--- src/rtl/ram_burst_pkg.sv ---
// Shared types and default widths for the RAM burst controller.
package ram_burst_pkg;

  localparam int ADDR_W_DEF = 4;
  localparam int DATA_W_DEF = 8;

  // Controller FSM states
  typedef enum logic [2:0] {
    IDLE,
    WRITE,
    READ,
    DRAIN,
    DONE
  } state_t;

endpackage

--- src/rtl/ram_burst_ctrl_if.sv ---
// Bus bundle for ram_burst_ctrl: command, write stream, read stream,
// completion/checksum and the RAM initiator port.
// The slave modport is the controller's view; master is the requester/RAM side.
interface ram_burst_ctrl_if
  import ram_burst_pkg::*;
#(
  parameter int ADDR_W = ADDR_W_DEF,
  parameter int DATA_W = DATA_W_DEF
) ();

  logic              cmd_valid;
  logic              cmd_ready;
  logic              cmd_write;
  logic [ADDR_W-1:0] cmd_addr;
  logic [ADDR_W-1:0] cmd_len;

  logic [DATA_W-1:0] wr_data;
  logic              wr_valid;
  logic              wr_ready;

  logic [DATA_W-1:0] rd_data;
  logic              rd_valid;

  logic              done;
  logic [DATA_W-1:0] chk;

  logic              ram_we;
  logic [ADDR_W-1:0] ram_addr;
  logic [DATA_W-1:0] ram_din;
  logic [DATA_W-1:0] ram_dout;

  modport slave (
    input  cmd_valid, cmd_write, cmd_addr, cmd_len,
    input  wr_data, wr_valid,
    input  ram_dout,
    output cmd_ready, wr_ready,
    output rd_data, rd_valid,
    output done, chk,
    output ram_we, ram_addr, ram_din
  );

  modport master (
    output cmd_valid, cmd_write, cmd_addr, cmd_len,
    output wr_data, wr_valid,
    output ram_dout,
    input  cmd_ready, wr_ready,
    input  rd_data, rd_valid,
    input  done, chk,
    input  ram_we, ram_addr, ram_din
  );

endinterface

--- src/rtl/ram_rd_pipe.sv ---
// Read-return pipeline: delays the address-issue valid by RD_LAT cycles so it
// lines up with ram_dout, then captures the data into rd_data/rd_valid.
// tap/tap_last show the beat whose data is on ram_dout this cycle.
module ram_rd_pipe #(
  parameter int DATA_W = 8,
  parameter int RD_LAT = 1
) (
  input  logic              clk,
  input  logic              rst_n,
  input  logic              vld_p0,
  input  logic              last_p0,
  input  logic [DATA_W-1:0] ram_dout,
  output logic              tap,
  output logic              tap_last,
  output logic [DATA_W-1:0] rd_data,
  output logic              rd_valid
);

  // At least one register so RD_LAT=0 still elaborates
  localparam int SR_W = (RD_LAT > 0) ? RD_LAT : 1;

  logic [SR_W-1:0] vld_sr;
  logic [SR_W-1:0] last_sr;
  logic [SR_W:0]   vld_p;
  logic [SR_W:0]   last_p;

  assign vld_p    = {vld_sr, vld_p0};
  assign last_p   = {last_sr, last_p0};
  assign tap      = vld_p[RD_LAT];
  assign tap_last = last_p[RD_LAT];

  // Valid shift register; cleared on reset so an aborted read emits nothing
  always_ff @(posedge clk) begin
    if (!rst_n) vld_sr <= '0;
    else        vld_sr <= vld_p[SR_W-1:0];
  end

  // Last-beat marker rides alongside valid; only meaningful when valid is set
  always_ff @(posedge clk) begin
    last_sr <= last_p[SR_W-1:0];
  end

  // Capture returned data for exactly one cycle per beat
  always_ff @(posedge clk) begin
    if (!rst_n) begin
      rd_valid <= 1'b0;
      rd_data  <= '0;
    end else begin
      rd_valid <= tap;
      if (tap) rd_data <= ram_dout;
    end
  end

endmodule

--- src/rtl/ram_burst_ctrl.sv ---
// Burst controller translating write/read burst commands into single-beat
// RAM accesses with wrapping addresses. Optional burst checksum is enabled
// by defining RAM_BURST_CHECKSUM_EN; otherwise chk is tied to zero.
module ram_burst_ctrl
  import ram_burst_pkg::*;
#(
  parameter int ADDR_W = ADDR_W_DEF,
  parameter int DATA_W = DATA_W_DEF,
  parameter int RD_LAT = 1
) (
  input logic             clk,
  input logic             rst_n,
  ram_burst_ctrl_if.slave bus
);

  state_t            state, state_d;
  logic [ADDR_W-1:0] addr_q, addr_d;
  logic [ADDR_W-1:0] cnt_q, cnt_d;
  logic              is_wr, is_wr_d;

  logic              ram_we_q, ram_we_d;
  logic [ADDR_W-1:0] ram_addr_q, ram_addr_d;
  logic [DATA_W-1:0] ram_din_q, ram_din_d;

  logic              vld_p0, vld_p0_d;
  logic              last_p0, last_p0_d;
  logic              tap, tap_last;

  logic              accept;
  logic              wr_beat;

  assign accept  = (state == IDLE) && bus.cmd_valid;
  assign wr_beat = (state == WRITE) && bus.wr_valid;

  assign bus.ram_we   = ram_we_q;
  assign bus.ram_addr = ram_addr_q;
  assign bus.ram_din  = ram_din_q;

  // Next-state, handshake outputs and next values of registered RAM signals
  always_comb begin
    state_d       = state;
    addr_d        = addr_q;
    cnt_d         = cnt_q;
    is_wr_d       = is_wr;
    ram_we_d      = 1'b0;
    ram_addr_d    = ram_addr_q;
    ram_din_d     = ram_din_q;
    vld_p0_d      = 1'b0;
    last_p0_d     = 1'b0;
    bus.cmd_ready = 1'b0;
    bus.wr_ready  = 1'b0;
    bus.done      = 1'b0;
    case (state)
      IDLE: begin
        bus.cmd_ready = 1'b1;
        if (bus.cmd_valid) begin
          is_wr_d = bus.cmd_write;
          addr_d  = bus.cmd_addr;
          cnt_d   = bus.cmd_len;
          state_d = bus.cmd_write ? WRITE : READ;
        end
      end
      WRITE: begin
        bus.wr_ready = 1'b1;
        if (bus.wr_valid) begin
          ram_we_d   = 1'b1;
          ram_addr_d = addr_q;
          ram_din_d  = bus.wr_data;
          addr_d     = addr_q + ADDR_W'(1);
          cnt_d      = cnt_q - ADDR_W'(1);
          // Final beat: DRAIN covers the cycle its ram_we is on the bus
          if (cnt_q == '0) state_d = DRAIN;
        end
      end
      READ: begin
        ram_addr_d = addr_q;
        vld_p0_d   = 1'b1;
        last_p0_d  = (cnt_q == '0);
        addr_d     = addr_q + ADDR_W'(1);
        cnt_d      = cnt_q - ADDR_W'(1);
        if (cnt_q == '0) state_d = DRAIN;
      end
      DRAIN: begin
        // Reads leave when the last beat's data is on ram_dout, so DONE
        // coincides with its rd_valid
        if (is_wr || (tap && tap_last)) state_d = DONE;
      end
      DONE: begin
        bus.done = 1'b1;
        state_d  = IDLE;
      end
      default: state_d = IDLE;
    endcase
  end

  // State and registered RAM/control outputs
  always_ff @(posedge clk) begin
    if (!rst_n) begin
      state      <= IDLE;
      ram_we_q   <= 1'b0;
      ram_addr_q <= '0;
      ram_din_q  <= '0;
      vld_p0     <= 1'b0;
      last_p0    <= 1'b0;
    end else begin
      state      <= state_d;
      ram_we_q   <= ram_we_d;
      ram_addr_q <= ram_addr_d;
      ram_din_q  <= ram_din_d;
      vld_p0     <= vld_p0_d;
      last_p0    <= last_p0_d;
    end
  end

  // Burst bookkeeping, always loaded on accept before use
  always_ff @(posedge clk) begin
    addr_q <= addr_d;
    cnt_q  <= cnt_d;
    is_wr  <= is_wr_d;
  end

  // ---- read return pipeline boundary ----
  ram_rd_pipe #(
    .DATA_W (DATA_W),
    .RD_LAT (RD_LAT)
  ) u_rd_pipe (
    .clk      (clk),
    .rst_n    (rst_n),
    .vld_p0   (vld_p0),
    .last_p0  (last_p0),
    .ram_dout (bus.ram_dout),
    .tap      (tap),
    .tap_last (tap_last),
    .rd_data  (bus.rd_data),
    .rd_valid (bus.rd_valid)
  );

`ifdef RAM_BURST_CHECKSUM_EN
  logic [DATA_W-1:0] chk_q, chk_d;

  function automatic logic [DATA_W-1:0] chk_add(input logic [DATA_W-1:0] acc,
                                                input logic [DATA_W-1:0] val);
    return acc + val;
  endfunction

  // Checksum accumulates read data as it is captured so it is final with done
  always_comb begin
    chk_d = chk_q;
    if (accept)       chk_d = '0;
    else if (wr_beat) chk_d = chk_add(chk_q, bus.wr_data);
    else if (tap)     chk_d = chk_add(chk_q, bus.ram_dout);
  end

  // Checksum register
  always_ff @(posedge clk) begin
    if (!rst_n) chk_q <= '0;
    else        chk_q <= chk_d;
  end

  assign bus.chk = chk_q;
`else
  assign bus.chk = '0;
`endif

endmodule
--- src/flat_wrapper.sv ---
// flat-port wrapper written by rule: the top's interface ports become plain ports
module ram_burst_ctrl_flat import ram_burst_pkg::*;
#(
  parameter int ADDR_W = ADDR_W_DEF,
  parameter int DATA_W = DATA_W_DEF,
  parameter int RD_LAT = 1
)
  (clk, rst_n, bus_cmd_valid, bus_cmd_write, bus_cmd_addr, bus_cmd_len, bus_wr_data, bus_wr_valid, bus_ram_dout, bus_cmd_ready, bus_wr_ready, bus_rd_data, bus_rd_valid, bus_done, bus_chk, bus_ram_we, bus_ram_addr, bus_ram_din);
  ram_burst_ctrl_if #(.ADDR_W(ADDR_W), .DATA_W(DATA_W)) bus_i ();
  input logic clk;
  input logic rst_n;
  input wire logic [$bits(bus_i.cmd_valid)-1:0] bus_cmd_valid;
  input wire logic [$bits(bus_i.cmd_write)-1:0] bus_cmd_write;
  input wire logic [$bits(bus_i.cmd_addr)-1:0] bus_cmd_addr;
  input wire logic [$bits(bus_i.cmd_len)-1:0] bus_cmd_len;
  input wire logic [$bits(bus_i.wr_data)-1:0] bus_wr_data;
  input wire logic [$bits(bus_i.wr_valid)-1:0] bus_wr_valid;
  input wire logic [$bits(bus_i.ram_dout)-1:0] bus_ram_dout;
  output wire logic [$bits(bus_i.cmd_ready)-1:0] bus_cmd_ready;
  output wire logic [$bits(bus_i.wr_ready)-1:0] bus_wr_ready;
  output wire logic [$bits(bus_i.rd_data)-1:0] bus_rd_data;
  output wire logic [$bits(bus_i.rd_valid)-1:0] bus_rd_valid;
  output wire logic [$bits(bus_i.done)-1:0] bus_done;
  output wire logic [$bits(bus_i.chk)-1:0] bus_chk;
  output wire logic [$bits(bus_i.ram_we)-1:0] bus_ram_we;
  output wire logic [$bits(bus_i.ram_addr)-1:0] bus_ram_addr;
  output wire logic [$bits(bus_i.ram_din)-1:0] bus_ram_din;
  assign bus_i.cmd_valid = bus_cmd_valid;
  assign bus_i.cmd_write = bus_cmd_write;
  assign bus_i.cmd_addr = bus_cmd_addr;
  assign bus_i.cmd_len = bus_cmd_len;
  assign bus_i.wr_data = bus_wr_data;
  assign bus_i.wr_valid = bus_wr_valid;
  assign bus_i.ram_dout = bus_ram_dout;
  assign bus_cmd_ready = bus_i.cmd_ready;
  assign bus_wr_ready = bus_i.wr_ready;
  assign bus_rd_data = bus_i.rd_data;
  assign bus_rd_valid = bus_i.rd_valid;
  assign bus_done = bus_i.done;
  assign bus_chk = bus_i.chk;
  assign bus_ram_we = bus_i.ram_we;
  assign bus_ram_addr = bus_i.ram_addr;
  assign bus_ram_din = bus_i.ram_din;
  ram_burst_ctrl #(.ADDR_W(ADDR_W), .DATA_W(DATA_W), .RD_LAT(RD_LAT)) u_core (.clk(clk), .rst_n(rst_n), .bus(bus_i));
endmodule
--- config.mk ---
export PLATFORM = sky130hd
export DESIGN_NAME = ram_burst_ctrl_flat
export DESIGN_NICKNAME = d
export VERILOG_FILES = /design/src/rtl/ram_burst_pkg.sv /design/src/rtl/ram_burst_ctrl_if.sv /design/src/rtl/ram_rd_pipe.sv /design/src/rtl/ram_burst_ctrl.sv /design/src/flat_wrapper.sv
export SDC_FILE = /design/constraint.sdc
export NUM_CORES = 1
export LEC_CHECK = 0
export CELL_PAD_IN_SITES_DETAIL_PLACEMENT = 1
export CELL_PAD_IN_SITES_GLOBAL_PLACEMENT = 1
export CORE_MARGIN = 4
export CORE_UTILIZATION = 35
export DETAILED_ROUTE_END_ITERATION = 8
export PLACE_DENSITY = 0.95
export SETUP_SLACK_MARGIN = 0.1
export SYNTH_ARGS = -nofsm -noshare
export SYNTH_HDL_FRONTEND = slang
export SYNTH_HIERARCHICAL = 1
export SYNTH_SLANG_ARGS = --single-unit
--- constraint.sdc ---
create_clock -name clk -period 3.7 [get_ports clk]
set_input_delay 0.925 -clock clk [delete_from_list [all_inputs] [get_ports clk]]
set_output_delay 0.925 -clock clk [all_outputs]
set_load 0.01 [all_outputs]
* Word level (Yosys, flattened, before mapping)
Cells that the tools add are included.
** Cells by class
- Muxes and demuxes :: 19
- $add $sub $neg :: 2
- Reduce and logical (&&, ||, !) cells :: 13
- Eq/ne operators :: 7
** Operator list (number)
- case mux 4 bit (3 select lines) :: 2
- 2-to-1 mux 4 bit :: 5
- 2-to-1 mux 3 bit :: 4
- case mux 3 bit (4 select lines) :: 1
- AND reduction 2 bit :: 5
- case mux 4 bit (2 select lines) :: 1
- equality test 3 x 2 -> 1 bit, second input constant :: 2
- AND reduction 3 bit :: 2
- 2-to-1 mux 1 bit :: 5
- adder 4 x 1 -> 4 bit, second input constant :: 1
- logical NOT 4 bit :: 1
- inequality test 2 bit, second input constant :: 2
- subtractor 4 x 1 -> 4 bit, second input constant :: 1
- equality test 3 x 1 -> 1 bit, second input constant :: 1
- equality test 3 bit, second input constant :: 1
- logical NOT 3 bit :: 1
- nonzero test 3 bit :: 1
- 2-to-1 mux 2 bit :: 1
- inequality test 2 x 1 -> 1 bit, second input constant :: 1
- nonzero test 2 bit :: 1
- logical AND 1 bit :: 1
- logical OR 1 bit :: 1
** Word-level totals
- Word-level logic and storage cells :: 54
- Input port bits :: 29
- Flip-flop bits (word level) :: 38

* Depth between registers and ports, before layout
Gate-level depths: netlist (run 1).
- Word-level depth :: 4
- Mapped depth :: 4
- Mapped depth without buffers :: 4

* Modules after synthesis
The synthesis (run 1) kept the hierarchy.
** By module, submodules not included
- ram_burst_ctrl :: instances 1, cells each 135, area each 1270.0 sq um, sequential area each 630.6 sq um
- ram_rd_pipe :: instances 1, cells each 30, area each 375.4 sq um, sequential area each 220.2 sq um

* Least setup slack after synthesis (run 1)
OpenSTA, ideal clock, no wires.
- Path type :: in2reg
- Start point :: input bus_wr_valid
- End point :: register u_core.addr_q[0] (enable)
- Path buffers :: 0
- Path slack :: 1858 ps
- Library setup time :: 375 ps
- Cell stages on the path :: 2
- Arrival time :: 1466 ps
- Data required time :: 3325 ps
- Path through :: nand3b_1 -> a21oi_1
** On the way
- Word-level cells in the longest chain between the ends :: 2
** Ends and longest elaborated chain
- from (decl) :: line flat_wrapper.sv:17 : input wire logic [$bits(bus_i.wr_valid)-1:0] bus_wr_valid;
- inequality test 2 bit (no line)
- AND reduction 3 bit (no line)
- to (signal assigned) :: line ram_burst_ctrl.sv:117 : addr_q <= addr_d;
- to (decl) :: line ram_burst_ctrl.sv:17 : logic [ADDR_W-1:0] addr_q, addr_d;
Every way passes these cells.
A chain may end at the register's enable or synchronous reset.

* Worst setup path after layout (run 1)
- Start point :: register u_core.state[2]
- End point :: output bus_wr_ready
** On the way
- Word-level cells in the longest chain between the ends :: 2
** Ends and longest elaborated chain
- from (decl) :: line ram_burst_ctrl.sv:16 : state_t state, state_d;
- from (signal assigned) :: line ram_burst_ctrl.sv:106 : state <= state_d;
- equality test 3 x 1 -> 1 bit
- 2-to-1 mux 1 bit :: line ram_burst_ctrl.sv:53 : case (state)
- to (decl) :: line flat_wrapper.sv:20 : output wire logic [$bits(bus_i.wr_ready)-1:0] bus_wr_ready;
Every way passes these cells.

==> results of run 1 <==
## stage by stage
stage / hold WS (ns) / setup slack [ns] / instance area (sq um) / util (%) / total power, mW
after global routing: 0.350 / 0.944 / 2260 / 51.0 / 1.12
after CTS: 0.342 / 1.05 / 2260 / 51.0 / 1.08
final: 0.338 / 1.04 / 2260 / 51.0 / 1.06
after global placement: 0.313 / 1.22 / 2170 / 48.9 / 0.772
after floorplan: 0.310 / 1.86 / 1670 / - / 0.680
after detailed placement: 0.323 / 1.13 / 2170 / 48.9 / 0.784
## report_power, final
group          internal [mW]  leakage [nW]  switching [mW]  total, mW
logic                  0.128         0.429           0.114      0.242
clock network          0.150        0.0482           0.136      0.286
registers              0.488         0.324          0.0433      0.532
## worst max-delay path: cells and delay by family, from the launching register on
family                 cells  cell delay, ns
buffers and inverters      1            0.48
flip-flops                 1            0.64
AND/OR/NAND/NOR            2            0.33
## metal layers
metal	GRT usage, %	vias to the layer above	share of wire, %
met4	4.35	0	0.46
met2	24.2	46	50
met3	4.61	2	6.0
met1	15.0	598	44
li1	-	655	-
met5	0	-	0
## cell usage after synthesis (all sizes together), types with 2 or more instances
cell    count  area, sq um
buf        12         86.3
o21ai      13         65.1
nor2        9         33.8
o31ai       4         30.0
nor3        5         25.0
ha          2         25.0
dfxtp      29          581
xnor2       5         43.8
nor2b       8         50.1
a21boi      8         60.1
nand2b      3         18.8
edfxtp      9          270
inv         2         7.51
mux2i       8         80.1
clkbuf      4         15.0
mux2        2         22.5
a21oi       6         30.0
nand2      18         67.6
and2        4         26.3
o21bai      2         15.0
## cells in the final DEF (no fill, tap or decap), types with 4 or more instances in the layout
| cell | Yosys | routed |
|---|---|---|
| o31ai_1 | 4 | 4 |
| clkbuf_8 | 0 | 6 |
| mux2i_1 | 8 | 8 |
| edfxtp_1 | 9 | 9 |
| nor2_1 | 9 | 9 |
| clkdlybuf4s50_1 | 0 | 53 |
| dfxtp_1 | 29 | 29 |
| nor3_1 | 5 | 5 |
| xnor2_1 | 5 | 5 |
| o21ai_0 | 13 | 13 |
| nand2_1 | 18 | 18 |
| conb_1 | 1 | 8 |
| a21boi_0 | 8 | 8 |
| nor2b_1 | 8 | 8 |
| a21oi_1 | 6 | 6 |
## registers in the layout (all words and copies together), names as in the netlist
name,count
u_core/addr_q,4
u_core/bus.ram_addr,4
u_core/bus.ram_din,8
u_core/bus.ram_we,1
u_core/cnt_q,4
u_core/is_wr,1
u_core/last_p0,1
u_core/state,3
u_core/u_rd_pipe/rd_data,8
u_core/u_rd_pipe/rd_valid,1
u_core/u_rd_pipe/tap,1
u_core/u_rd_pipe/tap_last,1
u_core/vld_p0,1
## kinds of logic (layout without fill, tap and decap cells)
group	after synthesis	in the layout	share of synthesized area [%]
buf+inv	18	64	6.62
xor+xnor	5	5	2.66
compound gates	35	35	13.2
simple gates	56	56	17.8
flops	38	38	51.7
mux	10	10	6.24
fa+ha+maj	2	2	1.52
other cells	1	8	0.228
## area by class of cell
type | count | area, sq um
clock inverter | 1 | 5.00
multi-input combinational | 116 | 712
inverter | 2 | 7.51
tap | 52 | 65.1
sequential | 38 | 851
clock buffer | 7 | 86.3
timing repair buffer | 54 | 538
fill | 518 | 2180
## worst max-delay path by stage
stage | cells past startpoint | slack (ns) | to
finish | 3 | 1.04 | bus_wr_ready
global route | 3 | 0.94 | bus_wr_ready
CTS | 3 | 1.05 | bus_wr_ready
detailed placement | 3 | 1.13 | u_core/addr_q[1]
global placement | 3 | 1.22 | u_core/addr_q[1]
floorplan | 2 | 1.86 | u_core/addr_q[0]
==> results by group, run 1 <==
Timing
  • Worst clock skew: 0.00754 ns
  • Fin crit share: 71.8%
  • RSZ-0062 raised after global routing: no
  • Final setup vio count: 0
  • Peak Freq: 376 MHz
  • Worst slew pin tran: 0.740 ns
  • Final worst path period need: 2.66 ns
  • Final hold violation count: 0
  • Fin. max-slew vios: 0
  • Post-route setup TNS: 0 ns
  • Slew HR: 50.7%

Clock network
  • Clock slew at reported path FFs: 0.07 ns
  • CTS Buffer Depth: 2
  • Post-CTS setup buffers: 0
  • Post-cts sizing count: 0
  • Clock latency on the worst-skew pair: 0.28 ns
  • Root buffer cell: clkbuf_8
  • Sink Count: 38
  • Cts-stage hold buffer count: 0
  • Clock buffer count from CTS: 5
  • # H-tree levels: 2
  • CTS tree: built

Floorplan
  • Die Ht: 76.6 um
  • Initial Utilization: 37.0%
  • CORE AREA: 4440 sq um
  • Number of I/O pins: 62
  • Die X: 76.6 um
  • FP Rows: 24
  • Die ar.: 5860 sq um

Global route
  • Largest net degree at the start of global routing: 24
  • First-pass GRT wire length: 6.37 mm
  • Number of global-route vias before repair: 1340
  • Initial antenna violation count: 0
  • Gr ovfl total: 0
  • GRT Resource Usage Total: 13.5%

Worst setup path
  • Worst path max stage delay: 0.64 ns
  • Worst r2r dst: u_core/addr_q[3]
  • Worst Reg2Reg Path Length in Cells: 3
  • CP Data Required Time: 2.77 ns
  • Slowest cell on crit path: dfxtp_1
  • CP startpoint: u_core/state[2]
  • Crit. End Element: output pin
  • CP cell instances: nor2_1 -> and2_1 -> clkdlybuf4s50_1
  • Worst EP arrival: 1.73 ns
  • FF-to-FF setup slack: 1.92 ns
  • Crit path kind: reg2out
  • CP max FO: 18
  • Worst setup SP type: flop
  • Worst R2R Start: u_core/state[0]

Synth
  • Yosys cell types: 35
  • Seq/Total Area, Yosys: 51.7%
  • Post-synthesis register bit count: 38
  • Number of flops mapped to enable cells by yosys: 9
  • Synth Flop Type: dfxtp_1
  • Mapped Avg Cell Area: 9.97 sq um
  • Cells after Synth: 165
  • Asr flop ratio synth: 0%
  • Synthesized area: 1650 sq um
  • Yosys warnings: 6

Placement
  • Detailed Place HPWL: 2.93 mm
  • Post-Place Cells: 262
  • Routability cong.: 0.743
  • IO Port Bufs: 53

Power and ir drop
  • PwrDens: 468 nW/um^2
  • Pleak: 0.802 nW
  • VDD IR max: 182 uV

Final layout
  • Finished Layout Cells: 270
  • Diodes inserted: 0
  • P&R area growth vs syn: 37.6%
  • Layout Nets: 248
  • Ratio of cells with drive above 1 in the final layout: 5.05%

Drt
  • DRC Markers: 0
  • Overall routed net length: 3.88 mm
  • Routed vias: 1301
  • Antenna Nets Post-Route: 0
  • Vias per cell: 4.82
  • Initial DRC Count: 49
  • TritonRoute pass-1 iters: 4
  • Routed WL per cell: 14.4 um

Min path
  • Worst hold path endpoint: u_core/u_rd_pipe/tap_last
  • Worst hold stages: 0
  • Worst min-delay path class: reg2reg
  • Hold path start: u_core/last_p0

Flow run
  • Max-cap violation count: 0

Outcome
  • Run status: completed
Power figures use the tool's default switching activity.
==> run 2, diff against run 1 <==
--- a/config.mk
+++ b/config.mk
@@ -8,9 +8,9 @@
 export CELL_PAD_IN_SITES_DETAIL_PLACEMENT = 1
 export CELL_PAD_IN_SITES_GLOBAL_PLACEMENT = 1
 export CORE_MARGIN = 4
-export CORE_UTILIZATION = 35
+export CORE_UTILIZATION = 29
 export DETAILED_ROUTE_END_ITERATION = 8
-export PLACE_DENSITY = 0.95
+export PLACE_DENSITY = 0.85
 export SETUP_SLACK_MARGIN = 0.1
 export SYNTH_ARGS = -nofsm -noshare
 export SYNTH_HDL_FRONTEND = slang
==> constraint.sdc (replaced) <==
create_clock -name clk -period 2.1 [get_ports clk]
set_input_delay 0.525 -clock clk [delete_from_list [all_inputs] [get_ports clk]]
set_output_delay 0.525 -clock clk [all_outputs]
set_load 0.01 [all_outputs]
==> results by group, run 2 (synthesis gave the netlist of run 1 again) <==
Min path
  • Worst min-delay path class: reg2reg (unchanged)
  • Hold path start: u_core/last_p0 (unchanged)

Global route
  • Gr ovfl total: 0 (unchanged)
  • GRT Resource Usage Total: 11.5% (was 13.5%)
  • Initial antenna violation count: 0 (unchanged)
  • Number of global-route vias before repair: 1291 (was 1340)
  • Largest net degree at the start of global routing: 23 (was 24)
  • First-pass GRT wire length: 6.38 mm (was 6.37 mm)

Power and ir drop
  • Combinational power share: 23.9% (was 22.8%)
  • NetSw: 0.518 mW (was 0.293 mW)
  • Sw frac: 28.0% (was 27.6%)
  • Pleak: 0.849 nW (was 0.802 nW)
  • Clock network power share: 25.3% (was 27.0%)
  • Sequential share of power: 50.8% (was 50.2%)
  • Total design power: 1.85 mW (was 1.06 mW)
  • VDD IR max: 315 uV (was 182 uV)
  • PwrDens: 793 nW/um^2 (was 468 nW/um^2)
  • Pint: 1.33 mW (was 0.767 mW)

Clock network
  • Post-CTS setup buffers: 0 (unchanged)
  • Clock slew at reported path FFs: 0.07 ns (about the same)
  • Root buffer cell: clkbuf_8 (unchanged)
  • Clock latency on the worst-skew pair: 0.29 ns (was 0.28 ns)
  • CTS Buffer Depth: 2 (unchanged)
  • Sink Count: 38 (unchanged)
  • # H-tree levels: 2 (unchanged)
  • CTS tree: built (unchanged)
  • Clock buffer count from CTS: 5 (unchanged)

Timing
  • Final hold violation count: 0 (unchanged)
  • Worst clock skew: 0.00623 ns (was 0.00754 ns)
  • Fin. max-slew vios: 0 (unchanged)
  • Final setup vio count: 0 (unchanged)
  • Final worst path period need: 1.77 ns
  • Slew HR: 63.5% (was 50.7%)
  • RSZ-0062 raised after global routing: no (unchanged)
  • Post-route setup TNS: 0 ns (unchanged)
  • Fin crit share: 84.1%
  • Hold slack: 0.332 ns (was 0.338 ns)
  • Peak Freq: 566 MHz
  • Worst slew pin tran: 0.546 ns (was 0.740 ns)

Outcome
  • Run status: completed (unchanged)

Worst setup path
  • Crit. End Element: output pin (unchanged)
  • CP max FO: 13 (was 18)
  • Worst path max stage delay: 0.39 ns (was 0.64 ns)
  • Worst EP arrival: 1.24 ns (was 1.73 ns)
  • CP cell instances: nor2_1 -> and2_1 -> dlygate4sd2_1 (was nor2_1 -> and2_1 -> clkdlybuf4s50_1)
  • CP startpoint: u_core/state[1] (was u_core/state[2])
  • Worst R2R Start: u_core/state[0] (unchanged)
  • Worst setup SP type: flop (unchanged)
  • Crit path kind: reg2out (unchanged)
  • CP Data Required Time: 1.57 ns (was 2.77 ns)
  • Slowest cell on crit path: dfxtp_4 (was dfxtp_1)

Drt
  • Routed WL per cell: 12.9 um (was 14.4 um)
  • Overall routed net length: 3.79 mm (was 3.88 mm)
  • Routed vias: 1315 (was 1301)
  • Uppermost layer routed: met4 (unchanged)
  • Metal3 WL: 269 um (was 232 um)
  • DRC Markers: 0 (unchanged)
  • Initial DRC Count: 18 (was 49)
  • Antenna Nets Post-Route: 0 (unchanged)
  • TritonRoute pass-1 iters: 4 (unchanged)
  • Met2 wire len: 1.80 mm (was 1.94 mm)
  • Vias per cell: 4.46 (was 4.82)
  • Metal-1 WL: 1.65 mm (was 1.69 mm)

Placement
  • Detailed Place HPWL: 2.92 mm (was 2.93 mm)
  • IO Port Bufs: 53 (unchanged)
  • Routability cong.: 0.823 (was 0.743)
  • Post-Place Cells: 287 (was 262)

Final layout
  • Most frequent cells in the layout: clkdlybuf4s50_1, dfxtp_1, nand2_1 (unchanged)
  • Ratio of cells with drive above 1 in the final layout: 8.97% (was 5.05%)
  • P&R area growth vs syn: 41.9% (was 37.6%)
  • Diodes inserted: 0 (unchanged)
  • Finished Layout Cells: 295 (was 270)
  • Fill cells: 625 (was 518)
  • Layout Nets: 253 (was 248)
  • Most common cell after layout, fill and taps aside: clkdlybuf4s50_1 (unchanged)

Floorplan
  • CORE AREA: 5510 sq um (was 4440 sq um)
  • Die Ht: 83.3 um (was 76.6 um)
  • Number of I/O pins: 62 (unchanged)
  • FP Rows: 27 (was 24)
  • Die ar.: 6940 sq um (was 5860 sq um)
  • Initial Utilization: 29.9% (was 37.0%)
  • Die X: 83.3 um (was 76.6 um)

Flow run
  • Max-cap violation count: 0 (unchanged)
==> run 2: changes by cell type in the layout (fill, tap and decap cells not counted), moves of 2 or more <==
cell,before,now
dfxtp_4,0,2
buf_4,1,6
dfxtp_1,29,26
dlygate4sd2_1,0,2
clkdlybuf4s50_1,53,50
==> run 2: power groups by stage <==
stage          clock [mW]  combinational [mW]  sequential (mW)
6_report            0.469               0.442            0.942
4_1_cts             0.499               0.451            0.941
3_5_place_dp            0               0.451            0.955
2_1_floorplan           0               0.262            0.936
5_1_grt             0.534               0.504            0.957
3_3_place_gp            0               0.436            0.946
==> run 2: worst max-delay path, delay by kind of cell, from the launching register on <==
kind / cells / cell delay, ns
DFF: 1 / 0.39
and+or+nand+nor: 2 / 0.29
buffers and inverters: 1 / 0.27
==> run 2: final cells by class <==
cell class	count	area, sq um	share of cell area [%]
clock inverter	2	10.0	0.429
multi-input combinational	116	719	30.8
tap	72	90.1	3.86
inverter	2	7.51	0.322
timing repair buffer	59	576	24.7
clock buffer	6	72.6	3.11
sequential	38	860	36.8
==> run 2: path summary, 6_finish.rpt <==
| kind | slack [ns] | cells past startpoint | endpoint |
|---|---|---|---|
| max | 0.33 | 3 | bus_wr_ready |
| min | 0.33 | 0 | u_core/u_rd_pipe/tap_last |
| max reg2reg | 0.60 | 3 | u_core/addr_q[1] |
| min reg2reg | 0.33 | 0 | u_core/u_rd_pipe/tap_last |
==> run 2: what timing repair did <==
item                                    CTS  global route
hold buffers                              0             0
pin swaps                                 0             0
endpoints found under the setup margin    3             1
endpoints found under the hold margin     0             0
resized for setup                         8             2
==> run 2: metal layers <==
layer | global-route usage, % | vias to the layer above
li1 | - | 666
met1 | 14.3 | 596
met2 | 18.1 | 46
met3 | 3.87 | 7
met4 | 4.90 | 0
met5 | 0 | -
==> run 2: per-stage QoR <==
step / utilization [%] / area (sq um) / worst slack [ns]
final: 42.4 / 2330 / 0.334
after global routing: 42.4 / 2330 / 0.238
after CTS: 42.3 / 2330 / 0.0633
after detailed placement: 40.6 / 2240 / 0.227
after global placement: 40.6 / 2240 / 0.284
after floorplan: - / 1670 / 0.534
